File: src/rtl/booth_div_iter_pkg.sv
// Shared arithmetic definitions for the Booth multiply/divide units.
// State encoding, sign-mode bit indices and the magnitude helper.
package booth_arith_pkg;

  localparam int DIV_W       = 8;
  localparam int SM_A_SIGNED = 1;
  localparam int SM_B_SIGNED = 0;

  typedef enum logic [1:0] {
    ST_IDLE = 2'd0,
    ST_PREP = 2'd1,
    ST_ITER = 2'd2,
    ST_FIX  = 2'd3
  } div_state_t;

  // W+1 bits so that the most negative operand has an exact magnitude
  function automatic logic [DIV_W:0] abs_w(
    input logic [DIV_W-1:0] v,
    input logic             neg
  );
    logic [DIV_W:0] x;
    x = {neg, v};
    return neg ? -x : x;
  endfunction

endpackage

File: src/rtl/booth_div_iter_if.sv
// Operand/result bundle for booth_div_iter.
// dz is present only when DIV_ZERO_FLAG_EN is defined.
interface booth_div_iter_if #(
  parameter int W = 8
);
  logic         v_in;
  logic [W-1:0] a;
  logic [W-1:0] b;
  logic [1:0]   sm;
  logic         ready;
  logic [W-1:0] q;
  logic [W-1:0] r;
  logic         v_out;
`ifdef DIV_ZERO_FLAG_EN
  logic         dz;

  modport master (
    output v_in, a, b, sm,
    input  ready, q, r, v_out, dz
  );
  modport slave (
    input  v_in, a, b, sm,
    output ready, q, r, v_out, dz
  );
`else
  modport master (
    output v_in, a, b, sm,
    input  ready, q, r, v_out
  );
  modport slave (
    input  v_in, a, b, sm,
    output ready, q, r, v_out
  );
`endif
endinterface

File: src/rtl/booth_div_iter_step.sv
// One restoring division step: shift in a dividend bit,
// trial-subtract the divisor, keep or restore.
module div_step
  import booth_arith_pkg::*;
#(
  parameter int W = DIV_W
) (
  input  logic [W:0] i_rem,
  input  logic [W:0] i_div,
  input  logic       i_bit,
  output logic [W:0] o_rem,
  output logic       o_qbit
);

  logic [W+1:0] w_shift;
  logic [W+1:0] w_diff;

  assign w_shift = {i_rem, i_bit};
  assign w_diff  = w_shift - {1'b0, i_div};
  assign o_qbit  = ~w_diff[W+1];
  assign o_rem   = o_qbit ? w_diff[W:0] : w_shift[W:0];

endmodule

File: src/rtl/booth_div_iter.sv
// Iterative restoring divider, C-style truncating quotient/remainder.
// Optional feature: DIV_ZERO_FLAG_EN (dz flag, early exit on b==0).
module booth_div_iter
  import booth_arith_pkg::*;
#(
  parameter int W = DIV_W
) (
  input  logic            clk,
  input  logic            rst_n,
  booth_div_iter_if.slave bus
);

  localparam int CW = $clog2(W);

  div_state_t    r_state;
  logic [W-1:0]  r_a;
  logic [W-1:0]  r_b;
  logic [1:0]    r_sm;
  logic          r_sa;
  logic          r_sb;
  logic [W-1:0]  r_dvd;
  logic [W:0]    r_bmag;
  logic [W:0]    r_rem;
  logic [W-1:0]  r_quo;
  logic [CW-1:0] r_cnt;
  logic [W-1:0]  r_q;
  logic [W-1:0]  r_r;
  logic          r_vout;

  logic          w_sa;
  logic          w_sb;
  logic [W:0]    w_amag;
  logic [W:0]    w_bmag;
  logic [W:0]    w_rem_nx;
  logic          w_qbit;
  logic          w_bzero;

  assign w_sa    = r_sm[SM_A_SIGNED] & r_a[W-1];
  assign w_sb    = r_sm[SM_B_SIGNED] & r_b[W-1];
  assign w_amag  = abs_w(r_a, w_sa);
  assign w_bmag  = abs_w(r_b, w_sb);
  assign w_bzero = (r_b == '0);

  div_step #(.W(W)) u_step (
    .i_rem  (r_rem),
    .i_div  (r_bmag),
    .i_bit  (r_dvd[W-1]),
    .o_rem  (w_rem_nx),
    .o_qbit (w_qbit)
  );

  assign bus.ready = (r_state == ST_IDLE);
  assign bus.q     = r_q;
  assign bus.r     = r_r;
  assign bus.v_out = r_vout;

`ifdef DIV_ZERO_FLAG_EN
  logic r_dz;
  assign bus.dz = r_dz;
`endif

  always_ff @(posedge clk or negedge rst_n) begin
    if (!rst_n) begin
      r_state <= ST_IDLE;
      r_a     <= '0;
      r_b     <= '0;
      r_sm    <= '0;
      r_sa    <= 1'b0;
      r_sb    <= 1'b0;
      r_dvd   <= '0;
      r_bmag  <= '0;
      r_rem   <= '0;
      r_quo   <= '0;
      r_cnt   <= '0;
      r_q     <= '0;
      r_r     <= '0;
      r_vout  <= 1'b0;
`ifdef DIV_ZERO_FLAG_EN
      r_dz    <= 1'b0;
`endif
    end else begin
      r_vout <= 1'b0;
      unique case (r_state)
        ST_IDLE: begin
          if (bus.v_in) begin
            r_a     <= bus.a;
            r_b     <= bus.b;
            r_sm    <= bus.sm;
            r_state <= ST_PREP;
          end
        end
        ST_PREP: begin
          r_sa    <= w_sa;
          r_sb    <= w_sb;
          r_dvd   <= w_amag[W-1:0];
          r_bmag  <= w_bmag;
          r_rem   <= '0;
          r_cnt   <= '0;
`ifdef DIV_ZERO_FLAG_EN
          r_state <= w_bzero ? ST_FIX : ST_ITER;
`else
          r_state <= ST_ITER;
`endif
        end
        ST_ITER: begin
          r_rem <= w_rem_nx;
          r_dvd <= {r_dvd[W-2:0], 1'b0};
          r_quo <= {r_quo[W-2:0], w_qbit};
          r_cnt <= r_cnt + 1'b1;
          if (r_cnt == CW'(W-1))
            r_state <= ST_FIX;
        end
        ST_FIX: begin
          // b==0 result overrides the sign fix-up
          if (w_bzero) begin
            r_q <= '1;
            r_r <= r_a;
          end else begin
            r_q <= (r_sa ^ r_sb) ? -r_quo : r_quo;
            r_r <= r_sa ? -r_rem[W-1:0] : r_rem[W-1:0];
          end
`ifdef DIV_ZERO_FLAG_EN
          r_dz <= w_bzero;
`endif
          r_vout  <= 1'b1;
          r_state <= ST_IDLE;
        end
        default: r_state <= ST_IDLE;
      endcase
    end
  end

endmodule

File: src/flat_wrapper.sv
// flat-port wrapper written by rule: the top's interface ports become plain ports
module booth_div_iter_flat import booth_arith_pkg::*;
#(
  parameter int W = DIV_W
)
  (clk, rst_n, bus_v_in, bus_a, bus_b, bus_sm, bus_ready, bus_q, bus_r, bus_v_out);
  booth_div_iter_if #(.W(W)) bus_i ();
  input  logic clk;
  input  logic rst_n;
  input wire logic [$bits(bus_i.v_in)-1:0] bus_v_in;
  input wire logic [$bits(bus_i.a)-1:0] bus_a;
  input wire logic [$bits(bus_i.b)-1:0] bus_b;
  input wire logic [$bits(bus_i.sm)-1:0] bus_sm;
  output wire logic [$bits(bus_i.ready)-1:0] bus_ready;
  output wire logic [$bits(bus_i.q)-1:0] bus_q;
  output wire logic [$bits(bus_i.r)-1:0] bus_r;
  output wire logic [$bits(bus_i.v_out)-1:0] bus_v_out;
  assign bus_i.v_in = bus_v_in;
  assign bus_i.a = bus_a;
  assign bus_i.b = bus_b;
  assign bus_i.sm = bus_sm;
  assign bus_ready = bus_i.ready;
  assign bus_q = bus_i.q;
  assign bus_r = bus_i.r;
  assign bus_v_out = bus_i.v_out;
  booth_div_iter #(.W(W)) u_core (.clk(clk), .rst_n(rst_n), .bus(bus_i));
endmodule
File: config.mk
export PLATFORM = sky130hd
export DESIGN_NAME = booth_div_iter_flat
export DESIGN_NICKNAME = d
export VERILOG_FILES = /design/src/rtl/booth_div_iter_pkg.sv /design/src/rtl/booth_div_iter_if.sv /design/src/rtl/booth_div_iter_step.sv /design/src/rtl/booth_div_iter.sv /design/src/flat_wrapper.sv
export SDC_FILE = /design/constraint.sdc
export NUM_CORES = 1
export LEC_CHECK = 0
export ABC_CLOCK_PERIOD_IN_PS = 2600
export BUFFER_PORTS_ARGS = -buffer_cell sky130_fd_sc_hd__buf_2
export CAP_MARGIN = 20
export CORE_MARGIN = 5
export CORE_UTILIZATION = 54
export CTS_CLUSTER_DIAMETER = 120
export DETAILED_ROUTE_END_ITERATION = 12
export GPL_TIMING_DRIVEN = 0
export PLACE_DENSITY_LB_ADDON = 0.08
export SYNTH_ARGS = -nofsm -noshare
export SYNTH_HDL_FRONTEND = slang
export SYNTH_SLANG_ARGS = --single-unit
File: constraint.sdc
create_clock -name clk -period 2.6 [get_ports clk]
set_input_delay 0 -clock clk [delete_from_list [all_inputs] [get_ports clk]]
set_output_delay 0 -clock clk [all_outputs]
set_load 0.02 [all_outputs]
==> results of run 1 <==
-- layer usage --
| metal | routed length (microns) | vias to the layer above |
|---|---|---|
| met5 | 0 | - |
| met4 | 73 | 0 |
| met3 | 410 | 6 |
| met2 | 4580 | 64 |
| met1 | 4230 | 1587 |
| li1 | - | 1599 |
-- state kept, by name (all words and copies together), names as in the netlist, 8 cells and up --
name	cells
u_core.r_bmag	9
u_core.r_rem	9
u_core.bus.q	8
u_core.bus.r	8
u_core.r_a	8
u_core.r_b	8
u_core.r_dvd	8
u_core.r_quo	8
-- final cells by class --
cell class,count,share of cell area
inverters,28,0.0211
well taps,102,0.0256
repair buffers,66,0.0945
clock inverters,5,0.00603
flip-flops and latches,76,0.382
clock buffers,10,0.0256
multi-input cells,285,0.428
plain buffers,19,0.0163
-- what timing repair did --
item                                    in CTS  in global routing
setup buffers                                2                  6
gates resized for setup                      3                  9
endpoints found under the hold margin       94                  0
hold buffers                                19                  0
endpoints found under the setup margin       3                  8
pin swaps                                    2                  5
-- critical path: cells and delay by family, from the launching register on --
kind	cells	cell delay (ps)
AO/OA/AOI/OAI	3	620
adder cells (fa/ha/maj)	2	520
AND/OR/NAND/NOR	1	420
flip-flops	1	400
buffers and inverters	4	380
XOR/XNOR	1	50
-- where the power goes --
part	leakage [nW]	switching [W]	internal, W
Combinational	1.22	0.00172	0.00142
Sequential	0.957	0.000442	0.00169
Clock	0.0779	0.000435	0.000336
Total	2.25	0.00260	0.00345
-- metrics by stage --
stage	setup slack (ps)	area [sq um]	setup TNS (ps)	hold WS, ps
3_5_place_dp	-160	4520	-160	-32.1
3_3_place_gp	-133	4490	-133	231
2_1_floorplan	63.3	4170	0	-296
4_1_cts	11.5	4900	0	59.3
6_report	105	4980	0	66.3
5_1_grt	-30.0	4980	-36.9	72.4
-- cell usage after synthesis, types with 4 or more instances --
| master | number |
|---|---|
| a21oi_1 | 28 |
| a31oi_1 | 10 |
| clkbuf_1 | 13 |
| dfrtp_1 | 76 |
| ha_1 | 19 |
| inv_1 | 28 |
| mux2_2 | 40 |
| mux2i_1 | 4 |
| nand2_1 | 17 |
| nand2b_1 | 7 |
| nand3_1 | 11 |
| nor2_1 | 40 |
| nor3_1 | 5 |
| o21ai_0 | 17 |
| o221ai_1 | 4 |
| o311ai_0 | 4 |
| or4_1 | 7 |
| xnor2_1 | 21 |
| xor2_1 | 9 |
-- cells by family (layout without fill, tap and decap cells) --
| group | count (synthesis) | in the layout | synth area share |
|---|---|---|---|
| xor+xnor | 30 | 30 | 0.0630 |
| simple gates | 104 | 104 | 0.121 |
| buf+inv | 47 | 128 | 0.0447 |
| mux | 45 | 45 | 0.121 |
| flops | 76 | 76 | 0.456 |
| compound gates | 86 | 86 | 0.132 |
| fa+ha+maj | 20 | 20 | 0.0618 |
-- cell usage in the layout (no fill, tap or decap), types with 4 or more instances in the layout --
cell | Yosys | layout
a21oi_1 | 28 | 27
a31oi_1 | 10 | 10
buf_2 | 2 | 39
buf_4 | 0 | 9
clkbuf_1 | 13 | 14
clkbuf_8 | 0 | 9
dfrtp_1 | 76 | 75
dlygate4sd3_1 | 0 | 19
ha_1 | 19 | 15
inv_1 | 28 | 28
mux2_2 | 40 | 40
mux2i_1 | 4 | 4
nand2_1 | 17 | 17
nand2b_1 | 7 | 7
nand3_1 | 11 | 11
nor2_1 | 40 | 40
nor3_1 | 5 | 5
o21ai_0 | 17 | 17
o221ai_1 | 4 | 4
or4_1 | 7 | 7
xnor2_1 | 21 | 21
xor2_1 | 9 | 9
-- path summary, 6_finish.rpt --
path                                           to  cells after the start  slack, ps
worst max-delay path              u_core.r_rem[6]                     11        100
worst min-delay path            u_core.r_state[0]                      4         70
worst max register to register    u_core.r_rem[6]                     11        100
worst min register to register    u_core.r_cnt[0]                      1        490
max in group asynchronous           u_core.r_a[7]                      3       1890
min in group asynchronous         u_core.r_quo[7]                      2        140
==> summary.md, run 1 <==
| Metric | Value |
|---|---|
| Power Total | 0.00605 W |
| Skew final | 8.63 ps |
| Synth top area share | 0.456 |
| Critical path peak fanout | 3 |
| Met2 global-route usage | 0.335 |
| Syn avg cell area | 10.2 sq um |
| Met1 Usage GRT | 0.264 |
| Multi-input logic area | 2130 sq um |
| Reg area | 1900 sq um |
| I/O pins | 39 |
| CP max stage cell | or4_1 |
| Syn. warnings | 0 |
| CTS root buf | clkbuf_8 |
| Number of DRC markers in iteration 0 | 137 |
| DR vias/cell | 5.51 |
| # placed instances | 549 |
| Layout Nets | 526 |
| Post-layout util | 0.654 |
| Crit-path cells | inv_1, ha_2, inv_1, fa_2, a21o_1, a221oi_2, buf_4, buf_4, xor2_1, or4_1, o311ai_1 |
| Final wirelength | 9290 microns |
| Routed Antenna Nets | 0 |
| Syn Inst Count | 408 |
| Ant. Diodes | 0 |
| EDFF count, synth | 0 |
| Routability Congestion | 0.834 |
| PwrDens | 1220 nW/um^2 |
| Final Non-Filler Cells | 591 |
| Drt first pass iters | 4 |
| Gr busiest metal | met2 |
| IO Port Bufs | 38 |
| Yosys reg bits | 76 |
| Tmin final | 2500 ps |
| Seq/Total Area, Yosys | 0.456 |
| Initial antenna violation count | 0 |
| Startpoint types | register |
| Rows | 32 |
| Mapped Nets | 449 |
| Die H | 97.9 microns |
| Relative slew slack | 0.540 |
| CP Data Arrival Time | 2740 ps |
| DR WL/cell | 15.7 microns |
| Period Utilization, post-route | 0.960 |
| DRC errors left | 0 |
| Met3 GRT Util | 0.0371 |
| Measured slew at the worst slew-check pin | 685 ps |
| Hold WC Path Type | in2reg |
| CTS tree | yes |
| Crit path capture type | register |
| FFs w/ async S/R, synth | 1.00 |
| Critical setup path kind | reg2reg |
| Largest net degree at the start of global routing | 46 |
| Max VDD drop | 0.601 mV |
| Crit. Startpoint | u_core.r_dvd[7] |
| Clock Sinks | 76 |
| Clk buf depth | 2 |
| WP data required | 2840 ps |
| Final setup violation count | 0 |
| Fin. Hold Viols | 0 |
| Area growth syn-to-layout | 19.4% |
| Fin. max-slew vios | 0 |
| Initial core utilization | 0.548 |
| Die area | 9580 sq um |
| Clk_lat worst skew | 350 ps |
| Largest cells by area after synthesis | dfrtp_1 46%, mux2_2 11%, ha_1 5.7% |
| Total grt overflow | 0 |
| Post-synth top flop | dfrtp_1 |
| First-pass GRT wire length | 15,400 microns |
| Fill cells | 645 |
| FMAX | 401 MHz |
| Vias in the first global route | 3,134 |
| Status | completed |
| Post-DP HPWL | 6750 microns |
| Lkg Pwr | 2.25 nW |
| TritonCTS buffer count | 9 |
| Horiz. Die Dim | 97.9 microns |
| Vias | 3,256 |
| Post-Syn Area | 4170 sq um |
| Share of layout cells above drive strength 1 | 0.245 |
| GRT Total Usage | 0.198 |
| Max_cap viols | 0 |
| Hold path start | bus_v_in |
| Core area | 7610 sq um |
| Htree depth | 3 |
| Largest area contributor in the netlist | dfrtp_1 |
| RR Startpoint | u_core.r_dvd[7] |
| Worst-path clk slew | 80 ps |
| CP max stage delay | 420 ps |
| Yosys cell types | 47 |
(Power assumes the default switching activity.)
==> run 2, diff against run 1 <==
CORE_UTILIZATION = 50   (was 54)
CTS_BUF_LIST = sky130_fd_sc_hd__clkbuf_16   (was unset)
GPL_TIMING_DRIVEN = unset   (was 0)
==> summary.md, run 2 (synthesized netlist as in run 1, its figures left out) <==
| Metric | Value |
|---|---|
| Largest net degree at the start of global routing | 77 (was 46) |
| Clock Sinks | 76 (unchanged) |
| Core area | 8180 sq um (was 7610 sq um) |
| Share of layout cells above drive strength 1 | 0.246 (was 0.245) |
| WP data required | 2840 ps (about the same) |
| Fin. max-slew vios | 0 (unchanged) |
| Skew final | 7.71 ps (was 8.63 ps) |
| Fin area | 5020 sq um (was 4980 sq um) |
| Max VDD drop | 0.730 mV (was 0.601 mV) |
| Routability Congestion | 0.781 (was 0.834) |
| Fill cells | 693 (was 645) |
| Crit path capture type | register (unchanged) |
| Number of DRC markers in iteration 0 | 142 (was 137) |
| PwrDens | 1260 nW/um^2 (was 1220 nW/um^2) |
| Path length in cells of the critical path | 10 (was 11) |
| DRC errors left | 0 (unchanged) |
| Top Registers | u_core.r_bmag x9, u_core.r_rem x9 (unchanged) |
| Horiz. Die Dim | 101 microns (was 97.9 microns) |
| Buf/Inv on CP | 2 (was 4) |
| Post-Place Cell Area | 4500 sq um (was 4520 sq um) |
| DR WL/cell | 14.5 microns (was 15.7 microns) |
| GRT Total Usage | 0.181 (was 0.198) |
| Initial core utilization | 0.510 (was 0.548) |
| Area growth syn-to-layout | 20.4% (was 19.4%) |
| Clk buf depth | 2 (unchanged) |
| Worst-path clk slew | 60 ps (was 80 ps) |
| RSZ-0062 raised after global routing | false |
| # placed instances | 544 (was 549) |
| DR vias/cell | 5.46 (was 5.51) |
| Power Total | 0.00633 W (was 0.00605 W) |
| TritonCTS buffer count | 9 (unchanged) |
| Total grt overflow | 0 (unchanged) |
| Final Non-Filler Cells | 581 (was 591) |
| Pre-CTS setup slack | -55.3 ps (was -160 ps) |
| Post-DP HPWL | 6000 microns (was 6750 microns) |
| FMAX | 412 MHz (was 401 MHz) |
| CP max stage cell | or4b_4 (was or4_1) |
| Critical path peak fanout | 2 (was 3) |
| Die area | 10,300 sq um (was 9580 sq um) |
| Final wirelength | 8440 microns (was 9290 microns) |
| Critical path's most frequent cell | inv_1 |
| Delay-heaviest family, CP | compound AO/OA/AOI/OAI gates (unchanged) |
| Min-Delay Path Depth | 4 (unchanged) |
| Lkg Pwr | 2.31 nW (was 2.25 nW) |
| Post-layout util | 0.614 (was 0.654) |
| Drt first pass iters | 4 (unchanged) |
| Crit-path cells | inv_1, ha_2, inv_1, fa_2, a21o_1, a221oi_2, a21oi_1, xor2_1, or4b_4, o2111ai_1 (was inv_1, ha_2, inv_1, fa_2, a21o_1, a221oi_2, buf_4, buf_4, xor2_1, or4_1, o311ai_1) |
| Vias in the first global route | 3,089 (was 3,134) |
| Measured slew at the worst slew-check pin | 964 ps (was 685 ps) |
| Worst Reg-to-Reg Cells | 10 (was 11) |
| Critical setup path kind | reg2reg (unchanged) |
| First-pass GRT wire length | 14,900 microns (was 15,400 microns) |
| CP Data Arrival Time | 2670 ps (was 2740 ps) |
| Final setup violation count | 0 (unchanged) |
| I/O pins | 39 (unchanged) |
| Max_cap viols | 0 (unchanged) |
| Die H | 101 microns (was 97.9 microns) |
| Rows | 33 (was 32) |
| IO Port Bufs | 38 (unchanged) |
| Status | completed (unchanged) |
| Initial antenna violation count | 0 (unchanged) |
| Layout Nets | 512 (was 526) |
| Startpoint types | register (unchanged) |
| Period Utilization, post-route | 0.933 (was 0.960) |
| CP max stage delay | 470 ps (was 420 ps) |
| CTS tree | yes (unchanged) |
| CTS root buf | clkbuf_16 (was clkbuf_8) |
| Htree depth | 3 (unchanged) |
| Setup slack after layout | 175 ps (was 105 ps) |
| Commonest cells after routing, fill and taps aside | 76 x dfrtp_1, 40 x mux2_2, 40 x nor2_1 (was 75 x dfrtp_1, 40 x mux2_2, 40 x nor2_1) |
| Hold WC Path Type | in2reg (unchanged) |
| Commonest non-fill, non-tap cell in the layout | dfrtp_1 (unchanged) |
| Tmin final | 2430 ps (was 2500 ps) |
| Vias | 3,172 (was 3,256) |
| Clk_lat worst skew | 330 ps (was 350 ps) |
| Fin. Hold Viols | 0 (unchanged) |
| Routed Antenna Nets | 0 (unchanged) |
| Relative slew slack | 0.357 (was 0.540) |
| Ant. Diodes | 0 (unchanged) |
==> run 2: cell count changes in the layout (fill, tap and decap cells not counted), moves of 2 or more <==
cell,change
clkbuf_1,-14
clkbuf_16,+9
clkbuf_8,-9
buf_4,+6
buf_1,-3
ha_1,+3
buf_2,-2
clkinv_2,-2
ha_2,-2
==> run 2: power by group <==
group / internal (W) / switching (W)
clock: 0.000738 / 0.000495
sequential: 0.00170 / 0.000453
combinational: 0.00138 / 0.00156
==> run 2: repair_timing <==
item | CTS | global route
endpoints found under the hold margin | 94 | 0
resized for setup | 1 | 4
hold buffers | 19 | 0
setup buffers | 0 | 2
setup endpoints to repair | 1 | 3
pin swaps | 0 | 4
==> run 2: final cells by class <==
| cell class | count | area, sq um | share of cell area |
|---|---|---|---|
| Clock buffer | 9 | 225 | 0.0449 |
| Clock inverter | 7 | 66.3 | 0.0132 |
| Inverter | 28 | 105 | 0.0209 |
| Multi-Input combinational cell | 285 | 2100 | 0.419 |
| Sequential cell | 76 | 1900 | 0.379 |
| Tap cell | 105 | 131 | 0.0262 |
| Timing Repair Buffer | 71 | 488 | 0.0972 |
==> run 2: path summary, 6_finish.rpt <==
path / startpoint / endpoint / slack (ps)
max reg2reg: u_core.r_dvd[7] / u_core.r_rem[8] / 170
max in group asynchronous: rst_n / u_core.r_sm[1] / 1610
min reg2reg: u_core.r_cnt[0] / u_core.r_cnt[0] / 490
min: bus_v_in / u_core.r_state[0] / 100
min in group asynchronous: rst_n / u_core.r_bmag[8] / 350
max: u_core.r_dvd[7] / u_core.r_rem[8] / 170
==> run 2: per-layer routing <==
metal,track usage,wire [microns],vias up
met5,0,0,-
met4,0.0470,65,0
met3,0.0331,308,6
met2,0.297,4120,60
met1,0.249,3940,1530
li1,-,-,1576
==> run 2: through the flow <==
step	TNS (ps)	hold WS, ps
after detailed placement	-55.3	226
after global placement	0	215
final	0	95.5
after CTS	0	84.8
after floorplan	0	-296
after global routing	0	114
==> run 2: worst reg2reg max path, cell delays in order (launching register included) <==
cell	delay (ps)
dfrtp_1	370
inv_1	60
ha_2	170
inv_1	50
fa_2	350
a21o_1	210
a221oi_2	290
a21oi_1	130
xor2_1	170
or4b_4	470
o2111ai_1	80
==> run 3, diff against run 2 <==
ABC_CLOCK_PERIOD_IN_PS = 2400   (was 2600)
clock period = 2.4 ns   (was 2.6 ns; I/O delays follow)
==> summary.md, run 3 (synthesized netlist as in run 1, its figures left out) <==
| Metric | Value |
|---|---|
| Commonest cells after routing, fill and taps aside | 76 x dfrtp_1, 40 x mux2_2, 39 x nor2_1 (was 76 x dfrtp_1, 40 x mux2_2, 40 x nor2_1) |
| Rows | 33 (unchanged) |
| Routed Antenna Nets | 0 (unchanged) |
| Fin. max-slew vios | 0 (unchanged) |
| Area growth syn-to-layout | 24.3% (was 20.4%) |
| WP data required | 2660 ps (was 2840 ps) |
| Crit. Startpoint | u_core.r_dvd[7] (unchanged) |
| Die H | 101 microns (unchanged) |
| CTS tree | yes (unchanged) |
| # placed instances | 553 (was 544) |
| TritonCTS buffer count | 9 (unchanged) |
| Lkg Pwr | 2.38 nW (was 2.31 nW) |
| Relative slew slack | 0.556 (was 0.357) |
| I/O pins | 39 (unchanged) |
| DR WL/cell | 14.8 microns (was 14.5 microns) |
| GRT Total Usage | 0.188 (was 0.181) |
| Fin. Hold Viols | 0 (unchanged) |
| Buf/Inv on CP | 2 (unchanged) |
| Max VDD drop | 0.880 mV (was 0.730 mV) |
| Fin area | 5180 sq um (was 5020 sq um) |
| Share of layout cells above drive strength 1 | 0.294 (was 0.246) |
| Ant. Diodes | 0 (unchanged) |
| Startpoint types | register (unchanged) |
| Hold WC Path Type | in2reg (unchanged) |
| Worst-path clk slew | 70 ps (was 60 ps) |
| Reg2Reg Capture Point | u_core.r_rem[8] (unchanged) |
| Tmin final | 2370 ps (was 2430 ps) |
| Critical setup path kind | reg2reg (unchanged) |
| Routability Congestion | 0.775 (was 0.781) |
| Measured slew at the worst slew-check pin | 661 ps (was 964 ps) |
| CP max stage delay | 480 ps (was 470 ps) |
| Crit path capture type | register (unchanged) |
| Drt first pass iters | 5 (was 4) |
| Path length in cells of the critical path | 10 (unchanged) |
| Post-DP HPWL | 6170 microns (was 6000 microns) |
| Final setup violation count | 0 (unchanged) |
| Layout Nets | 523 (was 512) |
| Max_cap viols | 0 (unchanged) |
| Htree depth | 3 (unchanged) |
| Status | completed (unchanged) |
| Core area | 8180 sq um (unchanged) |
| IO Port Bufs | 38 (unchanged) |
| Total grt overflow | 0 (unchanged) |
| R2r setup slk | 30 ps (was 170 ps) |
| Initial antenna violation count | 0 (unchanged) |
| Period Utilization, post-route | 0.988 (was 0.933) |
| Skew final | 9.53 ps (was 7.71 ps) |
| PwrDens | 1370 nW/um^2 (was 1260 nW/um^2) |
| First-pass GRT wire length | 15,300 microns (was 14,900 microns) |
| RSZ-0062 raised after global routing | true (was false) |
| Initial core utilization | 0.510 (unchanged) |
| DR vias/cell | 5.38 (was 5.46) |
| Vias | 3,182 (was 3,172) |
| Horiz. Die Dim | 101 microns (unchanged) |
| CTS root buf | clkbuf_16 (unchanged) |
| Die area | 10,300 sq um (unchanged) |
| Vias in the first global route | 3,160 (was 3,089) |
| Clock Sinks | 76 (unchanged) |
| DRC errors left | 0 (unchanged) |
| Critical path peak fanout | 2 (unchanged) |
| Clk_lat worst skew | 330 ps (about the same) |
| CP Data Arrival Time | 2630 ps (was 2670 ps) |
| Delay-heaviest family, CP | compound AO/OA/AOI/OAI gates (unchanged) |
| Crit-path cells | inv_1, ha_2, inv_2, fa_2, a21o_1, a221oi_2, a21oi_2, xor2_1, or4b_4, o2111ai_2 (was inv_1, ha_2, inv_1, fa_2, a21o_1, a221oi_2, a21oi_1, xor2_1, or4b_4, o2111ai_1) |
| Worst setup endpoint | u_core.r_rem[8] (unchanged) |
| Fill cells | 645 (was 693) |
| Largest net degree at the start of global routing | 77 (unchanged) |
| CP max stage cell | or4b_4 (unchanged) |
| Commonest non-fill, non-tap cell in the layout | dfrtp_1 (unchanged) |
| RR Startpoint | u_core.r_dvd[7] (unchanged) |
| Top Registers | u_core.r_bmag x9, u_core.r_rem x9 (unchanged) |
| Number of DRC markers in iteration 0 | 154 (was 142) |
| FMAX | 422 MHz (was 412 MHz) |
| Clk buf depth | 2 (unchanged) |
| Final wirelength | 8790 microns (was 8440 microns) |
| Post-Place Cell Area | 4580 sq um (was 4500 sq um) |
| Worst Reg-to-Reg Cells | 10 (unchanged) |
| Final Non-Filler Cells | 592 (was 581) |
[run 3: changes by cell type in the layout (fill, tap and decap cells not counted), moves of 2 or more]
| cell | before | now |
|---|---|---|
| o311ai_0 | 4 | 1 |
| a21oi_2 | 0 | 4 |
| a21oi_1 | 28 | 24 |
| o2111ai_2 | 0 | 2 |
| o2111ai_1 | 3 | 1 |
| inv_1 | 29 | 27 |
| inv_6 | 1 | 3 |
| o311ai_1 | 0 | 2 |
| buf_4 | 15 | 25 |
[run 3: layer usage]
| layer | global-route usage | routed length (microns) | share of wire | vias to the layer above |
|---|---|---|---|---|
| met1 | 0.259 | 4090 | 0.46 | 1526 |
| met5 | 0 | 0 | 0 | - |
| met4 | 0.0675 | 135 | 0.015 | 0 |
| met2 | 0.302 | 4270 | 0.49 | 56 |
| met3 | 0.0269 | 300 | 0.034 | 11 |
| li1 | - | - | - | 1589 |
[run 3: worst min-delay path by stage]
stage               startpoint  cells after the start                 to  slack, ps
floorplan                rst_n                      0    u_core.bus.q[0]       -300
finish                bus_v_in                      4  u_core.r_state[0]         90
global placement         rst_n                      1   u_core.r_bmag[8]        210
global route          bus_v_in                      4  u_core.r_state[0]        120
CTS                   bus_v_in                      4  u_core.r_state[0]         90
detailed placement       rst_n                      1   u_core.r_bmag[8]        220
[run 3: area by class of cell]
class	instances	area (sq um)	share of cell area
inverter	28	105	0.0203
clock inverter	7	80.1	0.0154
multi-input combinational	285	2160	0.416
timing repair buffer	82	583	0.112
tap	105	131	0.0253
clock buffer	9	225	0.0434
sequential	76	1900	0.367
[run 3: power breakdown]
part | internal, W | switching [W] | total, W
combinational | 0.00161 | 0.00181 | 0.00342
sequential | 0.00184 | 0.000464 | 0.00230
clock | 0.000822 | 0.000569 | 0.00139
total | 0.00427 | 0.00284 | 0.00711
[run 3: stage by stage]
stage | worst slack (ps) | hold slack [ps] | TNS, ps | utilization | power (W)
CTS | 0.603 | 87.7 | 0 | 0.622 | 0.00706
finish | 28.8 | 89.5 | 0 | 0.634 | 0.00711
global route | -69.0 | 116 | -162 | 0.634 | 0.00770
floorplan | 91.7 | -296 | 0 | - | 0.00470
global placement | 42.9 | 213 | 0 | 0.560 | 0.00553
detailed placement | -3.97 | 223 | -3.97 | 0.560 | 0.00562
[run 3: tightest hold or removal path: stages]
cell and delay (ps):
buf_2 110, inv_1 50, a2bb2oi_1 70, o22a_1 150
[run 3: repair_timing]
| item | 4_1_cts | 5_1_grt |
|---|---|---|
| pin swaps | 5 | 3 |
| hold buffers | 19 | 0 |
| hold endpoints to repair | 94 | 0 |
| gates cloned | 0 | 0 |
| resized for setup | 1 | 17 |
| setup endpoints to repair | 2 | 7 |
| buffers inserted | 0 | 3 |
